$ cat config.mk
export PLATFORM = sky130hd
export DESIGN_NAME = spart_rx
export DESIGN_NICKNAME = d
export VERILOG_FILES = /design/src/rtl/spart_rx.sv
export SDC_FILE = /design/constraint.sdc
export NUM_CORES = 1
export LEC_CHECK = 0
export BUFFER_PORTS_ARGS = -buffer_cell sky130_fd_sc_hd__buf_2
export CAP_MARGIN = 20
export CORE_MARGIN = 10
export CORE_UTILIZATION = 25
export DETAILED_ROUTE_END_ITERATION = 10
export PLACE_DENSITY = 0.43
export SLEW_MARGIN = 20
export SYNTH_ARGS = -nofsm -noshare
export SYNTH_HDL_FRONTEND = slang
export SYNTH_SLANG_ARGS = --single-unit
export TNS_END_PERCENT = 50
$ cat constraint.sdc
create_clock -name clk -period 1.5 [get_ports clk]
set_clock_uncertainty 0.05 [all_clocks]
set_input_delay 0.15 -clock clk [delete_from_list [all_inputs] [get_ports clk]]
set_output_delay 0.15 -clock clk [all_outputs]
set_load 0.02 [all_outputs]
$ cat src/rtl/spart_rx.sv
// spart_rx: receive half of the SPART.
// Oversamples rxd on baud ticks, frames 8N1 characters LSB-first and holds the last
// good byte for the bus. Reports rda, plus sticky framing and overrun errors.
module spart_rx #(
    parameter int DATA_BITS  = 8,
    parameter int OVERSAMPLE = 16
) (
    input  logic                 clk,
    input  logic                 rst,
    input  logic                 enable,
    input  logic                 rxd,
    input  logic                 clr_rda,
    output logic [DATA_BITS-1:0] rx_data,
    output logic                 rda,
    output logic                 framing_err,
    output logic                 overrun_err
);

    localparam int TW = $clog2(OVERSAMPLE);
    localparam int BW = $clog2(DATA_BITS + 1);

    localparam logic [TW-1:0] TICK_MID  = TW'(OVERSAMPLE / 2 - 1);
    localparam logic [TW-1:0] TICK_LAST = TW'(OVERSAMPLE - 1);
    localparam logic [BW-1:0] BIT_LAST  = BW'(DATA_BITS - 1);

    typedef enum logic [1:0] {
        IDLE,
        START,
        DATA,
        STOP
    } state_t;

    state_t                 state_q;
    logic                   rxd_meta_q;
    logic                   rxd_s_q;
    logic                   armed_q;
    logic [TW-1:0]          tick_q;
    logic [TW-1:0]          tick_d;
    logic [BW-1:0]          bit_q;
    logic [DATA_BITS-1:0]   shift_q;
    logic [DATA_BITS-1:0]   shift_d;
    logic [DATA_BITS-1:0]   rx_data_q;
    logic                   rda_q;
    logic                   framing_err_q;
    logic                   overrun_err_q;

    // Next values for the tick counter and the right-shifting (LSB-first) data register
    always_comb begin
        tick_d  = tick_q + 1'b1;
        shift_d = {rxd_s_q, shift_q[DATA_BITS-1:1]};
    end

    // Two-flop synchroniser for the asynchronous rxd pin; resets to the idle level
    always_ff @(posedge clk) begin
        if (rst) begin
            rxd_meta_q <= 1'b1;
            rxd_s_q    <= 1'b1;
        end else begin
            rxd_meta_q <= rxd;
            rxd_s_q    <= rxd_meta_q;
        end
    end

    // Framing FSM and status flags; a set later in this block overrides an earlier clear
    always_ff @(posedge clk) begin
        if (rst) begin
            state_q       <= IDLE;
            armed_q       <= 1'b0;
            tick_q        <= '0;
            bit_q         <= '0;
            shift_q       <= '0;
            rx_data_q     <= '0;
            rda_q         <= 1'b0;
            framing_err_q <= 1'b0;
            overrun_err_q <= 1'b0;
        end else begin
            if (clr_rda) begin
                rda_q         <= 1'b0;
                framing_err_q <= 1'b0;
                overrun_err_q <= 1'b0;
            end
            if (enable) begin
                case (state_q)
                    IDLE: begin
                        if (rxd_s_q) begin
                            armed_q <= 1'b1;
                        end else if (armed_q) begin
                            state_q <= START;
                            tick_q  <= '0;
                        end
                    end
                    START: begin
                        if (tick_q == TICK_MID) begin
                            if (!rxd_s_q) begin
                                state_q <= DATA;
                                tick_q  <= '0;
                                bit_q   <= '0;
                            end else begin
                                state_q <= IDLE;
                            end
                        end else begin
                            tick_q <= tick_d;
                        end
                    end
                    DATA: begin
                        if (tick_q == TICK_LAST) begin
                            shift_q <= shift_d;
                            tick_q  <= '0;
                            bit_q   <= bit_q + 1'b1;
                            if (bit_q == BIT_LAST) begin
                                state_q <= STOP;
                            end
                        end else begin
                            tick_q <= tick_d;
                        end
                    end
                    STOP: begin
                        if (tick_q == TICK_LAST) begin
                            state_q <= IDLE;
                            armed_q <= 1'b0;
                            tick_q  <= '0;
                            if (rxd_s_q) begin
                                rx_data_q <= shift_q;
                                rda_q     <= 1'b1;
                                if (rda_q && !clr_rda) begin
                                    overrun_err_q <= 1'b1;
                                end
                            end else begin
                                framing_err_q <= 1'b1;
                            end
                        end else begin
                            tick_q <= tick_d;
                        end
                    end
                    default: begin
                        state_q <= IDLE;
                    end
                endcase
            end
        end
    end

    assign rx_data     = rx_data_q;
    assign rda         = rda_q;
    assign framing_err = framing_err_q;
    assign overrun_err = overrun_err_q;

endmodule

### After elaboration in Yosys (flattened, before gate mapping)

Cells that the tools add are included.

* output and inout port bits: 11
* bits in registers: 32
* latch bits: 0
* bits in read-only memories: 0
* bits in writable memories: 0
* logic and storage cells: 76
* input port bits: 5
* memories kept: 0

* multiply operators: 0
* equality and inequality tests: 15
* shift operators: 0
* multiplexer cells: 36
* add/subtract/negate cells: 2
* div/mod/pow operators: 0
* bitwise gates (word level): 0
* reduce and logical (&&, ||, !) cells: 12
* $lt $le $gt $ge: 0

Operator list (number)
* 4-bit 2-to-1 mux: 7
* 1-bit 2-to-1 mux: 18
* 2-bit != test, second input constant: 8
* 2-bit 2-to-1 mux: 7
* 4-bit case mux with 3 select lines: 1
* 4-bit AND reduction: 3
* 4-bit by 1-bit adder with 4-bit output, second input constant: 2
* 4-bit by 3-bit == test with 1-bit output, second input constant: 2
* 2-bit case mux with 4 select lines: 1
* 4-bit case mux with 2 select lines: 1
* 7-bit AND reduction: 1
* 5-bit AND reduction: 1
* 2-bit == test, second input constant: 2
* 4-bit == test, second input constant: 1
* 2-bit nonzero test: 2
* 3-bit != test, second input constant: 1
* 3-bit AND reduction: 1
* 2-bit by 1-bit == test with 1-bit output, second input constant: 1
* 2-bit zero test: 1
* 1-bit case mux with 2 select lines: 1
* 2-bit OR reduction: 1
* 1-bit logical AND: 1
* 1-bit zero test: 1

### Longest topological paths before layout

* word-level depth: 7
* gate-level depth with buffers: 7
* gate-level depth less buffers: 5

### Least setup slack after synthesis

Ideal clock, no wire load.

* kind: reg-to-reg
* start: register tick_q[0]
* end: register (tool-made name)
* setup time: 0.128 ns
* arrival: 1.411 ns
* stages on the path, launching flop included: 7
* path slack: -0.088 ns
* period minus slack after synthesis: 1.588 ns
* path buffers: 1
* data required time: 1.322 ns
* cells stage by stage: dfxtp_1 -> ha_1 -> clkbuf_2 -> nand4_1 -> or2_2 -> a22oi_1 -> nor2_1

RTL lines
* start: declaration: line 37 `logic [TW-1:0] tick_q;`
* start signal: assignment: line 102 `tick_q <= tick_d;`
* start signal: assignment: line 114 `tick_q <= tick_d;`
* start signal: assignment: line 132 `tick_q <= tick_d;`

### Final worst setup path

* start: register tick_q[0]
* end: register rx_data_q[7], in the netlist rx_data[7]

* cells in the longest elaborated chain, start to end: 2

Ends and longest elaborated chain
* 4-bit == test: line 118 `if (tick_q == TICK_LAST) begin`
* 4-bit AND reduction (no source line)
* end signal: assignment: line 123 `rx_data_q <= shift_q;`
* end: declaration: line 42 `logic [DATA_BITS-1:0] rx_data_q;`

No other way between the ends.
A chain may end at the register's enable or synchronous reset.

==> summary.md <==
| Metric | Value |
|---|---|
| Filler cell count | `560` |
| Layout overhead on the synthesized area | `29.9%` |
| Vias in the first global route | `between 1000 and 1500` |
| Share of power burned in the clock network | `just over 40%` |
| Combinational share of power | `5.7%` |
| Count of cell instances traversed by the critical path | `6` |
| Largest stage delay on the critical path | `roughly 360 ps` |
| Site Rows | `27` |
| Number of diodes added for antenna fixing | `0` |
| Netlist cell types | `37` |
| Setup slack of the critical path after layout | `~48 ps` |
| Netlist Area Pre-Place | `around 0.0014 mm²` |
| Most common library cell in the layout ignoring fill and taps | `dfxtp_1` |
| Flip-flop and latch count after synthesis | `32` |
| Fraction of final layout cells sized beyond drive strength 1 | `roughly 28%` |
| Path type of the worst min-delay path | `input pin to register` |
| Part of the power in registers | `around 53%` |
| Initial antenna violation count | `0` |
| Clock transition at the registers of the reported paths | `roughly 70 ps` |
| Post-Place Worst Slack | `around 9.5 ps` |
| Period minus WS final | `around 1500 ps` |
| Main flop type after synthesis | `dfxtp_1` |
| Clock root buffer master | `clkbuf_8` |
| H-tree Lvls | `2` |
| Overflow after GRT | `0` |
| Sequential element share of the synthesized area | `between 40% and 50%` |
| Crit Path Class | `register to register` |
| Remaining antenna violation count after routing | `0` |
| Total of endpoints with negative setup slack in the final report | `0` |
| Overall Global Routing Usage | `~7.3%` |
| Vias post-DR | `roughly 1200` |
| Number of max-slew violations in the final report | `0` |
| Clock Tree Buf Depth | `2` |
| Final hold violations | `0` |
| Iteration count of the initial detailed-routing pass | `4` |
| Warning count from the yosys run | `0` |
| Port Buffer Count | `15` |
| Net count after synthesis | `around 170` |
| Final cycle utilization of the critical path | `96.8%` |
| Crit-path slowest cell | `dfxtp_4` |
| Number of DRC violations after detailed-routing iteration 0 | `86` |
| Number of buffers added by the clock tree synthesis step | `5` |
| Pin count of the biggest net entering global routing | `35` |
| Highest-count cells in the layout ignoring fill and taps | `26 x dfxtp_1, 22 x nand2_1, 17 x nor2_1` |
| WP data required | `between 1500 and 2000 ps` |
| EDFF count, synth | `0` |
| Half-perimeter wire length after detailed placement | `around 2.2 mm` |
| Cell leakage power | `0.637 nW` |
| Reported net switching power | `0.000384 W` |
| Initial core utilization | `roughly a quarter` |
| Switching power share of the total | `between 20% and 30%` |
| Synthesized instance count | `160` |
| Via density per instance | `~4.6` |
| Wire length reported by the detailed router | `approximately 3.2 mm` |
| Wire length of the first global-routing pass | `around 5.4 mm` |
| Clk_lat worst skew | `roughly 280 ps` |
| Number of violations of the max-capacitance limit | `0` |
| Peak fanout along the critical path | `4` |
| Asr flop ratio synth | `0%` |
| Final Net Count | `193` |
| Data arrival at the endpoint of the critical path | `~1600 ps` |
| Area of the placeable core | `0.00544 mm²` |
| Die Height | `about 94 µm` |
| Transition time at the pin with the least slew margin | `roughly 600 ps` |
| CP Capture Type | `register` |
| DRC violations left | `0` |
| Peak supply drop | `around 560 µV` |
| TritonCTS clock tree | `yes` |
| Cells along the critical path | `ha_4 -> nand4_1 -> nor2_4 -> clkbuf_16 -> mux2i_1 -> nor2_1` |
| Placer's final routability congestion estimate | `between 0.8 and 0.9` |
| Average wire per cell in the routed design | `around 12 µm` |
| Number of cells in the finished layout apart from fillers | `between 200 and 300` |
| Die boundary width | `94.4 µm` |
| Clock sinks | `32` |
| Post-Synthesis Mean Instance Area | `between 8 and 9 µm²` |
| I/O pin cnt | `16` |
| Cell type group with the largest total delay on the critical path | `simple AND/OR/NAND/NOR gates` |
| Maximum achievable frequency | `0.688 GHz` |
| Cell count after placement | `approximately 250` |
| Hold Path Stages | `3` |
| Setup repair after global routing missed its margin | `true` |
| Die area | `approximately 0.0089 mm²` |
| Int Power | `0.00128 W` |
| Number of buffers and inverters on the critical path | `1` |
| Worst r2r path cells | `6` |
| Power density over the cells | `a little over 900 mW/mm²` |
| Slew headroom | `about three fifths` |
| Status | `complete, no violations` |
| Crit start category | `register` |
[cell type report]
type	count	area [µm²]	area share [%]
Clock buffer	6	82.6	4.60
Clock inverter	2	15.0	0.836
Sequential cell	32	651	36.2
Inverter	2	7.51	0.418
Multi-Input combinational cell	114	716	39.9
Timing Repair Buffer	31	234	13.0
Tap cell	72	90.1	5.02
[sequential cells by signal, indices dropped and copies added, names as in the netlist, 4 cells and up, named ones only]
signal   flops
shift_q      8
rx_data      8
tick_q       4
bit_q        4
[path summary, 6_finish.rpt]
path	from	slack [ps]	end
min reg2reg	rxd_meta_q	360	rxd_s_q
min	enable	200	tick_q[3]
max	tick_q[0]	50	rx_data[7]
max reg2reg	tick_q[0]	50	rx_data[7]
[synthesized netlist by cell type, types with 3 or more instances]
library cell  number  area [µm²]
a21oi_1           15        75.1
buf_2              3        15.0
clkbuf_1           6        22.5
dfxtp_1           32         641
mux2i_1           10         100
nand2_1           23        86.3
nand2b_1           3        18.8
nand4_1            3        18.8
nor2_1            17        63.8
nor2b_1            3        18.8
nor3_1             3        15.0
o21ai_0            6        30.0
o31ai_1            3        22.5
or2_2              3        18.8
[worst reg2reg max path, cell delays in order (launching register included)]
cell,delay [ps]
dfxtp_4,360
ha_4,140
nand4_1,170
nor2_4,200
clkbuf_16,170
mux2i_1,170
nor2_1,50
[through the flow]
stage               setup TNS (ps)  instance area [µm²]  util, %  hold slack, ps  power (W)
floorplan                        0                 1400        -             179   0.000952
global placement                 0                 1600     29.4             283   0.000981
detailed placement               0                 1600     29.4             290   0.000980
CTS                              0                 1720     31.7             191    0.00168
global route                  -133                 1800     33.0             223    0.00174
finish                           0                 1800     33.0             200    0.00166
[power by group through the flow]
stage / logic [W] / registers [W] / clock network (W)
floorplan: 0.0000603 / 0.000892 / 0
global placement: 0.0000869 / 0.000894 / 0
detailed placement: 0.0000861 / 0.000894 / 0
CTS: 0.0000909 / 0.000875 / 0.000715
global route: 0.000106 / 0.000878 / 0.000751
finish: 0.0000941 / 0.000876 / 0.000690
[per-layer routing]
layer / track usage (%) / routed length, µm / vias up
met2: 11.8 / 1500 / 26
met4: 1.90 / 23 / 0
met5: 0 / 0 / -
met1: 8.67 / 1470 / 549
met3: 3.01 / 163 / 4
li1: - / - / 615
[kinds of logic after synthesis]
family | Yosys count | synth area share [%]
AND/OR/NAND/NOR | 67 | 24.5
AO/OA/AOI/OAI | 35 | 15.4
buffers and inverters | 14 | 4.70
adder cells (fa/ha/maj) | 2 | 1.81
flip-flops | 32 | 46.3
multiplexers | 10 | 7.24
[what timing repair did]
item / 4_1_cts / 5_1_grt
gates cloned: 0 / 1
buffers inserted: 0 / 1
resized for setup: 3 / 11
hold buffers: 2 / 0
setup endpoints to repair: 3 / 26
hold endpoints to repair: 2 / 0
(Power assumes the default switching activity.)
